### src/rtl/output_preprocessor.sv
// Per-channel gain / shift / offset / clamp post-processor for router output frames.
// Channels are issued serially through a 3-stage pipeline and released together from a holding bank.
module output_preprocessor #(
  parameter int W_CHAN = 16,
  parameter int W_SEL  = 4,
  parameter int N_OUT  = 8,
  parameter int W_MULT = 16,
  parameter int W_RS   = 5
) (
  input  logic                    clk_in,
  input  logic                    rst_n_in,
  input  logic [W_CHAN*N_OUT-1:0] data_bus_in,
  input  logic                    data_valid_in,
  input  logic [W_SEL-1:0]        chan_select_in,
  input  logic [W_MULT-1:0]       mult_in,
  input  logic [W_RS-1:0]         rs_in,
  input  logic [W_CHAN-1:0]       offset_in,
  input  logic [W_CHAN-1:0]       min_in,
  input  logic [W_CHAN-1:0]       max_in,
  input  logic                    update_in,
  output logic [W_CHAN*N_OUT-1:0] data_bus_out,
  output logic                    data_valid_out,
  output logic                    busy_out,
  output logic                    overrun_out
);

  localparam int W_P   = W_CHAN + W_MULT;
  localparam int W_S   = W_P + 1;
  localparam int W_IDX = (N_OUT > 1) ? $clog2(N_OUT) : 1;
  localparam logic [W_IDX-1:0]  LAST     = W_IDX'(N_OUT - 1);
  localparam logic [W_CHAN-1:0] MIN_RST  = {1'b1, {(W_CHAN-1){1'b0}}};
  localparam logic [W_CHAN-1:0] MAX_RST  = {1'b0, {(W_CHAN-1){1'b1}}};
  localparam logic [W_MULT-1:0] MULT_RST = W_MULT'(1);

  typedef enum logic [1:0] {IDLE, PROC, DRAIN} state_t;
  state_t state, state_nxt;

  logic [W_IDX-1:0]  ch_cnt;
  logic [1:0]        drain_cnt;
  logic              capture;
  logic [N_OUT-1:0]  upd_hit;

  logic [W_MULT-1:0] sh_mult [N_OUT];
  logic [W_RS-1:0]   sh_rs   [N_OUT];
  logic [W_CHAN-1:0] sh_off  [N_OUT];
  logic [W_CHAN-1:0] sh_min  [N_OUT];
  logic [W_CHAN-1:0] sh_max  [N_OUT];
  logic [W_MULT-1:0] act_mult[N_OUT];
  logic [W_RS-1:0]   act_rs  [N_OUT];
  logic [W_CHAN-1:0] act_off [N_OUT];
  logic [W_CHAN-1:0] act_min [N_OUT];
  logic [W_CHAN-1:0] act_max [N_OUT];
  logic [W_CHAN-1:0] data_reg[N_OUT];
  logic [W_CHAN-1:0] bank    [N_OUT];

  logic                    s1_valid, s2_valid, bank_done;
  logic [W_IDX-1:0]        s1_idx, s2_idx;
  logic signed [W_P-1:0]   s1_p, x_ext, m_ext, prod;
  logic signed [W_S-1:0]   s2_s, p_ext, off_ext, sum, mx_ext, mn_ext, lim_hi, lim_lo;
  logic [W_CHAN-1:0]       res;

  // Busy spans the output pulse so a frame arriving on that cycle is dropped too.
  assign busy_out = (state != IDLE) || data_valid_out;
  assign capture  = data_valid_in && !busy_out;

  always_comb begin
    upd_hit = '0;
    for (int unsigned i = 0; i < N_OUT; i++)
      upd_hit[i] = update_in && (chan_select_in == W_SEL'(i));
  end

  always_comb begin
    state_nxt = state;
    case (state)
      IDLE:    if (capture) state_nxt = PROC;
      PROC:    if (ch_cnt == LAST) state_nxt = DRAIN;
      DRAIN:   if (drain_cnt == 2'd2) state_nxt = IDLE;
      default: state_nxt = IDLE;
    endcase
  end

  always_ff @(posedge clk_in or negedge rst_n_in) begin
    if (!rst_n_in) begin
      state       <= IDLE;
      ch_cnt      <= '0;
      drain_cnt   <= '0;
      overrun_out <= 1'b0;
    end else begin
      state     <= state_nxt;
      ch_cnt    <= capture ? '0 : (state == PROC) ? ch_cnt + 1'b1 : ch_cnt;
      drain_cnt <= (state == DRAIN) ? drain_cnt + 1'b1 : '0;
      if (data_valid_in && busy_out) overrun_out <= 1'b1;
    end
  end

  // A write coinciding with capture is forwarded straight into the active copy.
  always_ff @(posedge clk_in or negedge rst_n_in) begin
    if (!rst_n_in) begin
      for (int unsigned i = 0; i < N_OUT; i++) begin
        sh_mult[i]  <= MULT_RST; sh_rs[i]  <= '0; sh_off[i]  <= '0;
        sh_min[i]   <= MIN_RST;  sh_max[i] <= MAX_RST;
        act_mult[i] <= MULT_RST; act_rs[i] <= '0; act_off[i] <= '0;
        act_min[i]  <= MIN_RST;  act_max[i] <= MAX_RST;
        data_reg[i] <= '0;
      end
    end else begin
      for (int unsigned i = 0; i < N_OUT; i++) begin
        if (upd_hit[i]) begin
          sh_mult[i] <= mult_in; sh_rs[i]  <= rs_in; sh_off[i] <= offset_in;
          sh_min[i]  <= min_in;  sh_max[i] <= max_in;
        end
        if (capture) begin
          act_mult[i] <= upd_hit[i] ? mult_in   : sh_mult[i];
          act_rs[i]   <= upd_hit[i] ? rs_in     : sh_rs[i];
          act_off[i]  <= upd_hit[i] ? offset_in : sh_off[i];
          act_min[i]  <= upd_hit[i] ? min_in    : sh_min[i];
          act_max[i]  <= upd_hit[i] ? max_in    : sh_max[i];
          data_reg[i] <= data_bus_in[i*W_CHAN +: W_CHAN];
        end
      end
    end
  end

  always_comb begin
    x_ext   = {{W_MULT{data_reg[ch_cnt][W_CHAN-1]}}, data_reg[ch_cnt]};
    m_ext   = {{W_CHAN{act_mult[ch_cnt][W_MULT-1]}}, act_mult[ch_cnt]};
    prod    = x_ext * m_ext;
    p_ext   = {s1_p[W_P-1], s1_p};
    off_ext = {{(W_S-W_CHAN){act_off[s1_idx][W_CHAN-1]}}, act_off[s1_idx]};
    sum     = (p_ext >>> act_rs[s1_idx]) + off_ext;
    mx_ext  = {{(W_S-W_CHAN){act_max[s2_idx][W_CHAN-1]}}, act_max[s2_idx]};
    mn_ext  = {{(W_S-W_CHAN){act_min[s2_idx][W_CHAN-1]}}, act_min[s2_idx]};
    // Min is applied after max so an inverted window resolves to min.
    lim_hi  = (s2_s > mx_ext) ? mx_ext : s2_s;
    lim_lo  = (lim_hi < mn_ext) ? mn_ext : lim_hi;
    res     = lim_lo[W_CHAN-1:0];
  end

  always_ff @(posedge clk_in or negedge rst_n_in) begin
    if (!rst_n_in) begin
      s1_valid       <= 1'b0;
      s1_idx         <= '0;
      s1_p           <= '0;
      s2_valid       <= 1'b0;
      s2_idx         <= '0;
      s2_s           <= '0;
      bank_done      <= 1'b0;
      data_valid_out <= 1'b0;
      data_bus_out   <= '0;
      for (int unsigned i = 0; i < N_OUT; i++) bank[i] <= '0;
    end else begin
      s1_valid       <= (state == PROC);
      s1_idx         <= ch_cnt;
      s1_p           <= prod;
      s2_valid       <= s1_valid;
      s2_idx         <= s1_idx;
      s2_s           <= sum;
      if (s2_valid) bank[s2_idx] <= res;
      bank_done      <= s2_valid && (s2_idx == LAST);
      data_valid_out <= bank_done;
      if (bank_done)
        for (int unsigned i = 0; i < N_OUT; i++) data_bus_out[i*W_CHAN +: W_CHAN] <= bank[i];
    end
  end

endmodule

### config.mk
export PLATFORM = sky130hd
export DESIGN_NAME = output_preprocessor
export DESIGN_NICKNAME = d
export VERILOG_FILES = /design/src/rtl/output_preprocessor.sv
export SDC_FILE = /design/constraint.sdc
export NUM_CORES = 2
export LEC_CHECK = 0
export ABC_AREA = 0
export CAP_MARGIN = 30
export CORE_ASPECT_RATIO = 1.5
export CORE_MARGIN = 5
export CORE_UTILIZATION = 57
export DETAILED_ROUTE_END_ITERATION = 8
export GPL_TIMING_DRIVEN = 0
export PLACE_DENSITY = 0.77
export SYNTH_ARGS = -nofsm -noshare
export SYNTH_HDL_FRONTEND = slang
export SYNTH_SLANG_ARGS = --single-unit
### constraint.sdc
create_clock -name clk_in -period 9.31 [get_ports clk_in]
set_input_delay 1.862 -clock clk_in [delete_from_list [all_inputs] [get_ports clk_in]]
set_output_delay 1.862 -clock clk_in [all_outputs]
set_load 0.05 [all_outputs]
# Word level (Yosys, flattened, before mapping)
# Index checks and enable logic that the tools add are counted.
# totals
word_cells	227
reg_bits	1571
out_inout_bits	131
# classes
n_eq_ne	15
muxes	70
n_reduce_logical	19
mul	1
magnitude_cmp	6
n_addsub	3
n_shift	1
bitwise	3
# ops
operator	n
$mux 16	44
$bmux 16 s3	5
$bwmux 128	1
$mux 5	10
$demux 16 s3	1
$add 33x16->33	1
$gt 33x16->1	1
$lt 33x16->1	1
$mux 33	1
$sshr 32x5->33	1
$mul 16x16->32	1
$eq 4x3->1 const B	4
$bmux 5 s3	1
$ge 4x4->1 const B	3
$logic_and 1x1->1	12
$not 3->4	3
$eq 4x2->1 const B	2
$mux 2	4
$eq 3x3->1 const B	2
$mux 3	2
$ne 2x2->1 const B	3
$pmux 2 s3	1
$eq 2x2->1 const B	2
$eq 4x1->1 const B	1
other kinds (10)	11

# Longest topological paths before layout
# logic_depth
depth_word	9
mapped_depth	32

# Least setup slack after synthesis
# OpenSTA, ideal clock, no wires.
# synth_path
path_type	reg-to-reg
startpoint	register ch_cnt[0]
endpoint	register s1_p[30]
required_ns	9.230
path_buffers	3
stages_incl_launch_ff	28
arrival_time_ns	8.115
setup_slack_ns	1.115
path_cell_list	dfrtp_1 -> clkbuf_1 -> buf_1 -> mux4_2 -> mux2i_1 -> clkbuf_1 -> nor2_1 -> fa_1 -> inv_1 -> fa_1 -> fa_1 -> inv_1 -> fa_1 -> fa_1 -> inv_1 -> fa_1 -> inv_1 -> ha_1 -> a21o_1 -> a21o_1 -> a21o_1 -> a21o_1 -> a211oi_1 -> nor2_1 -> o41ai_1 -> o21ai_0 -> a21oi_1 -> xnor2_1
# synth_via
elab_chain_cells	5
word_cells_on_any_way	8
classes_between	mul: 1; mux: 6; bitwise: 1
# synth_rtl
item	line_no	source
start, declared	38	logic [W_IDX-1:0] ch_cnt;
start signal, assigned	90	ch_cnt <= capture ? '0 : (state == PROC) ? ch_cnt + 1'b1 : ch_cnt;
$not 3->4 (implied by the code) (*)	125, 126	
$bmux 16 s3 (on tied branches)	125, 126	
$mux 16 (on tied branches) (2 in a row)	125, 126	
$mul 16x16->32 (*)	127	prod = x_ext * m_ext;
named net prod[30]	58	logic signed [W_P-1:0] s1_p, x_ext, m_ext, prod;
end signal, assigned	154	s1_p <= prod;
end, declared	58	
# The timed path passes the listed nets; every way through them passes the cells marked *. The select of a mux whose other input is x is not followed.
# A chain may end at the register's enable or synchronous reset.

# Final worst setup path
# layout_path
startpoint	register ch_cnt[1]
endpoint	register s1_p[30]
# The elaborated chain is that of the path after synthesis.

==> summary.md <==
| Metric | Value |
|---|---|
| Sequential cell area | 39,700 sq um |
| CP max stage delay | 770 ps |
| GPL Wtd Cong | 0.987 |
| Detailed Place HPWL | 170,000 microns |
| Post-Synthesis Cells | 7,148 |
| Filler-free cell count of the finished design | 9,579 |
| Share of flip-flops with an asynchronous set or reset | 1.00 |
| Vias in the first global route | 58,937 |
| Worst Hold Class | reg -> reg |
| Commonest cells after routing, fill and taps aside | 2,287 x nand2_1, 1,298 x dfrtp_1, 769 x mux2_2 |
| Iteration-0 DRC Markers | 4,542 |
| I/O pin cnt | between 300 and 400 |
| Placed cells | between 9,000 and 10,000 |
| Worst setup SP type | flip-flop |
| Die Ht | 462 microns |
| Ys flop type | dfrtp_1 |
| Worst Max-Slew Pin Slew | about 1100 ps |
| # setup viols final | 0 |
| Post-synthesis sequential area ratio | 0.511 |
| Final period utilization | 0.977 |
| Synth Area in Simple Gates | 0.139 |
| Crit-path slowest cell | buf_1 |
| Initial antenna violation count | 21 |
| Root cell of the clock tree | clkbuf_16 |
| CP delay by family, top | adder cells |
| First-pass GRT wire length | 348,000 microns |
| Layout Skew | 40.2 ps |
| Grt total ovfl | 0 |
| CP endpoint kind | flip-flop |
| Outcome | finished clean |
| Compound-Gate Fraction of Synth Area | 0.0423 |
| Final wirelength | between 200,000 and 250,000 microns |
| CP most frequent cell | fa_1 |
| DRC viols | 0 |
| DIE WIDTH | ~310 microns |
| CORE AREA | 136,000 sq um |
| Min cycle time layout | approximately 9000 ps |
| WP buf/inv | 7 |
| Mean post-synth cell area | between 10 and 15 sq um |
| IO buf count | 333 |
| Fin nets | roughly 8,300 |
| CP Data Required Time | between 9000 and 10,000 ps |
| Post-DR vias/cell | about 5.8 |
| Clk_lat worst skew | 810 ps |
| Fillers | 10,182 |
| Arrival time worst endpoint | around 9800 ps |
| Worst-path maximum fanout | 10 |
| Syn Nets | 7,798 |
| Row Count | 166 |
| Commonest non-fill, non-tap cell in the layout | nand2_1 |
| Fmax | 110 MHz |
| Total of max-cap violations | 0 |
| Vias post-DR | 55,489 |
| Area growth, synth to finish | 14.7% |
| Largest family of logic cells by synthesized area | multiplexers |
| EDFF count, synth | 0 |
| Post-Synth Adder-Cell Area | 0.0971 |
| Count of different cell masters after synthesis | 78 |
| Biggest area consumer among synthesized cells | dfrtp_1 |
| Ratio of cells with drive above 1 in the final layout | 0.197 |
| Multi-input logic area | 35,400 sq um |
| Routed Antenna Nets | 0 |
| CTS tree | done |
| Slew HR | 0.275 |
| Total GRT Usage | 0.318 |
| Ys Warns | 0 |
| Synth top area share | 0.418 |
| Post-synthesis xor/xnor area fraction | 0.00733 |
| Num CTS Buffers | 144 |
| Type of the worst setup path | reg -> reg |
| Final Hold Fails | 0 |
| Initial Util | 0.571 |
| Multiplexer area fraction after synthesis | 0.168 |
| Clock transition at path regs | 70 ps |
| Die Area | 144,000 sq um |
| Post-synthesis instance area | between 70,000 and 80,000 sq um |
| CTS HTree Levels | 4 |
| CTS sink cnt | 1,571 |
| Unrepaired setup endpoints after global routing | no |
| Wire per inst | 23.8 microns |
| Maximum buffer depth of the clock tree | 3 |
| Largest cells by area after synthesis | dfrtp_1 42%, mux2_2 11%, nand2_1 11%, dfstp_2 9.2%, fa_1 6.8% |
| Synth Register Bits | 1,571 |
| Slew Limit Fails | 0 |
| Pre-antenna DRT Iters | 6 |
| Largest net degree at the start of global routing | about 190 |
-- cell type report --
type	instances	area share
diodes	14	0.000393
clock inverters	49	0.00757
well taps	1764	0.0248
flip-flops and latches	1571	0.445
multi-input cells	4850	0.397
repair buffers	391	0.0471
clock buffers	217	0.0468
plain buffers	365	0.0166
inverters	358	0.0151
-- cells by family (layout without fill, tap and decap cells) --
family	after synthesis	after routing
XOR/XNOR	65	65
other	0	14
buffers and inverters	727	1380
adder cells (fa/ha/maj)	445	445
AO/OA/AOI/OAI	530	530
multiplexers	1060	1060
flip-flops	1571	1571
AND/OR/NAND/NOR	2750	2750
-- synth_stat cells (all sizes together), types with 30 or more instances --
cell	count
dfstp	272
a21o	48
inv	358
o21ai	180
mux4	108
xnor2	49
a21oi	142
buf	66
fa	263
ha	182
nor2	300
clkbuf	300
mux2	773
dfrtp	1299
mux2i	179
nand2	2287
a221oi	30
-- per-layer routing --
layer / GRT usage / wire length, microns
met5: 0 / 59
met2: 0.553 / 114000
met1: 0.358 / 79900
met4: 0.224 / 19500
met3: 0.0524 / 14700
-- worst register-to-register path, cell delays in order, from the launching register on --
cell	delay, ps
dfrtp_1	420
buf_1	770
mux4_2	430
mux2i_1	460
buf_6	230
clkbuf_1	520
nor2_1	160
fa_1	560
inv_1	50
fa_1	460
fa_1	510
fa_1	550
inv_1	50
fa_1	470
inv_1	50
fa_1	470
inv_1	40
ha_1	360
nand3_1	150
nor2_1	60
a31oi_1	420
a211oi_1	170
a211oi_2	470
nor2_1	150
o41ai_2	480
o21ai_0	190
a21oi_1	200
xnor2_1	150
-- worst paths after layout --
kind                          endpoint  slack (ps)  cells after the start       from
hold / removal               s1_idx[2]         430                      0  ch_cnt[2]
setup / recovery              s1_p[30]         220                     27  ch_cnt[1]
hold reg to reg              s1_idx[2]         430                      0  ch_cnt[2]
max in group asynchronous  data_reg[6]        5630                      4   rst_n_in
min in group asynchronous   sh_min[69]         990                      1   rst_n_in
setup reg to reg              s1_p[30]         220                     27  ch_cnt[1]
-- metrics by stage --
step / area, sq um / util / setup slack [ps] / setup TNS (ps) / hold WS [ps]
4_1_cts: 89100 / 0.655 / 7.17 / 0 / 421
2_1_floorplan: 77700 / - / 1110 / 0 / 331
3_5_place_dp: 84100 / 0.618 / -1110 / -104760 / 401
5_1_grt: 89100 / 0.655 / 0.822 / 0 / 428
3_3_place_gp: 83200 / 0.612 / -61120 / - / 403
6_report: 89100 / 0.655 / 216 / 0 / 434
-- what timing repair did --
| action | in CTS | in global routing |
|---|---|---|
| hold buffers | 0 | 0 |
| endpoints found under the setup margin | 137 | 94 |
| gates resized for setup | 43 | 15 |
| buffers inserted | 2 | 0 |
Power is not shown: default switching activity piles up to over one toggle a cycle in this logic, so the estimate is an artifact.
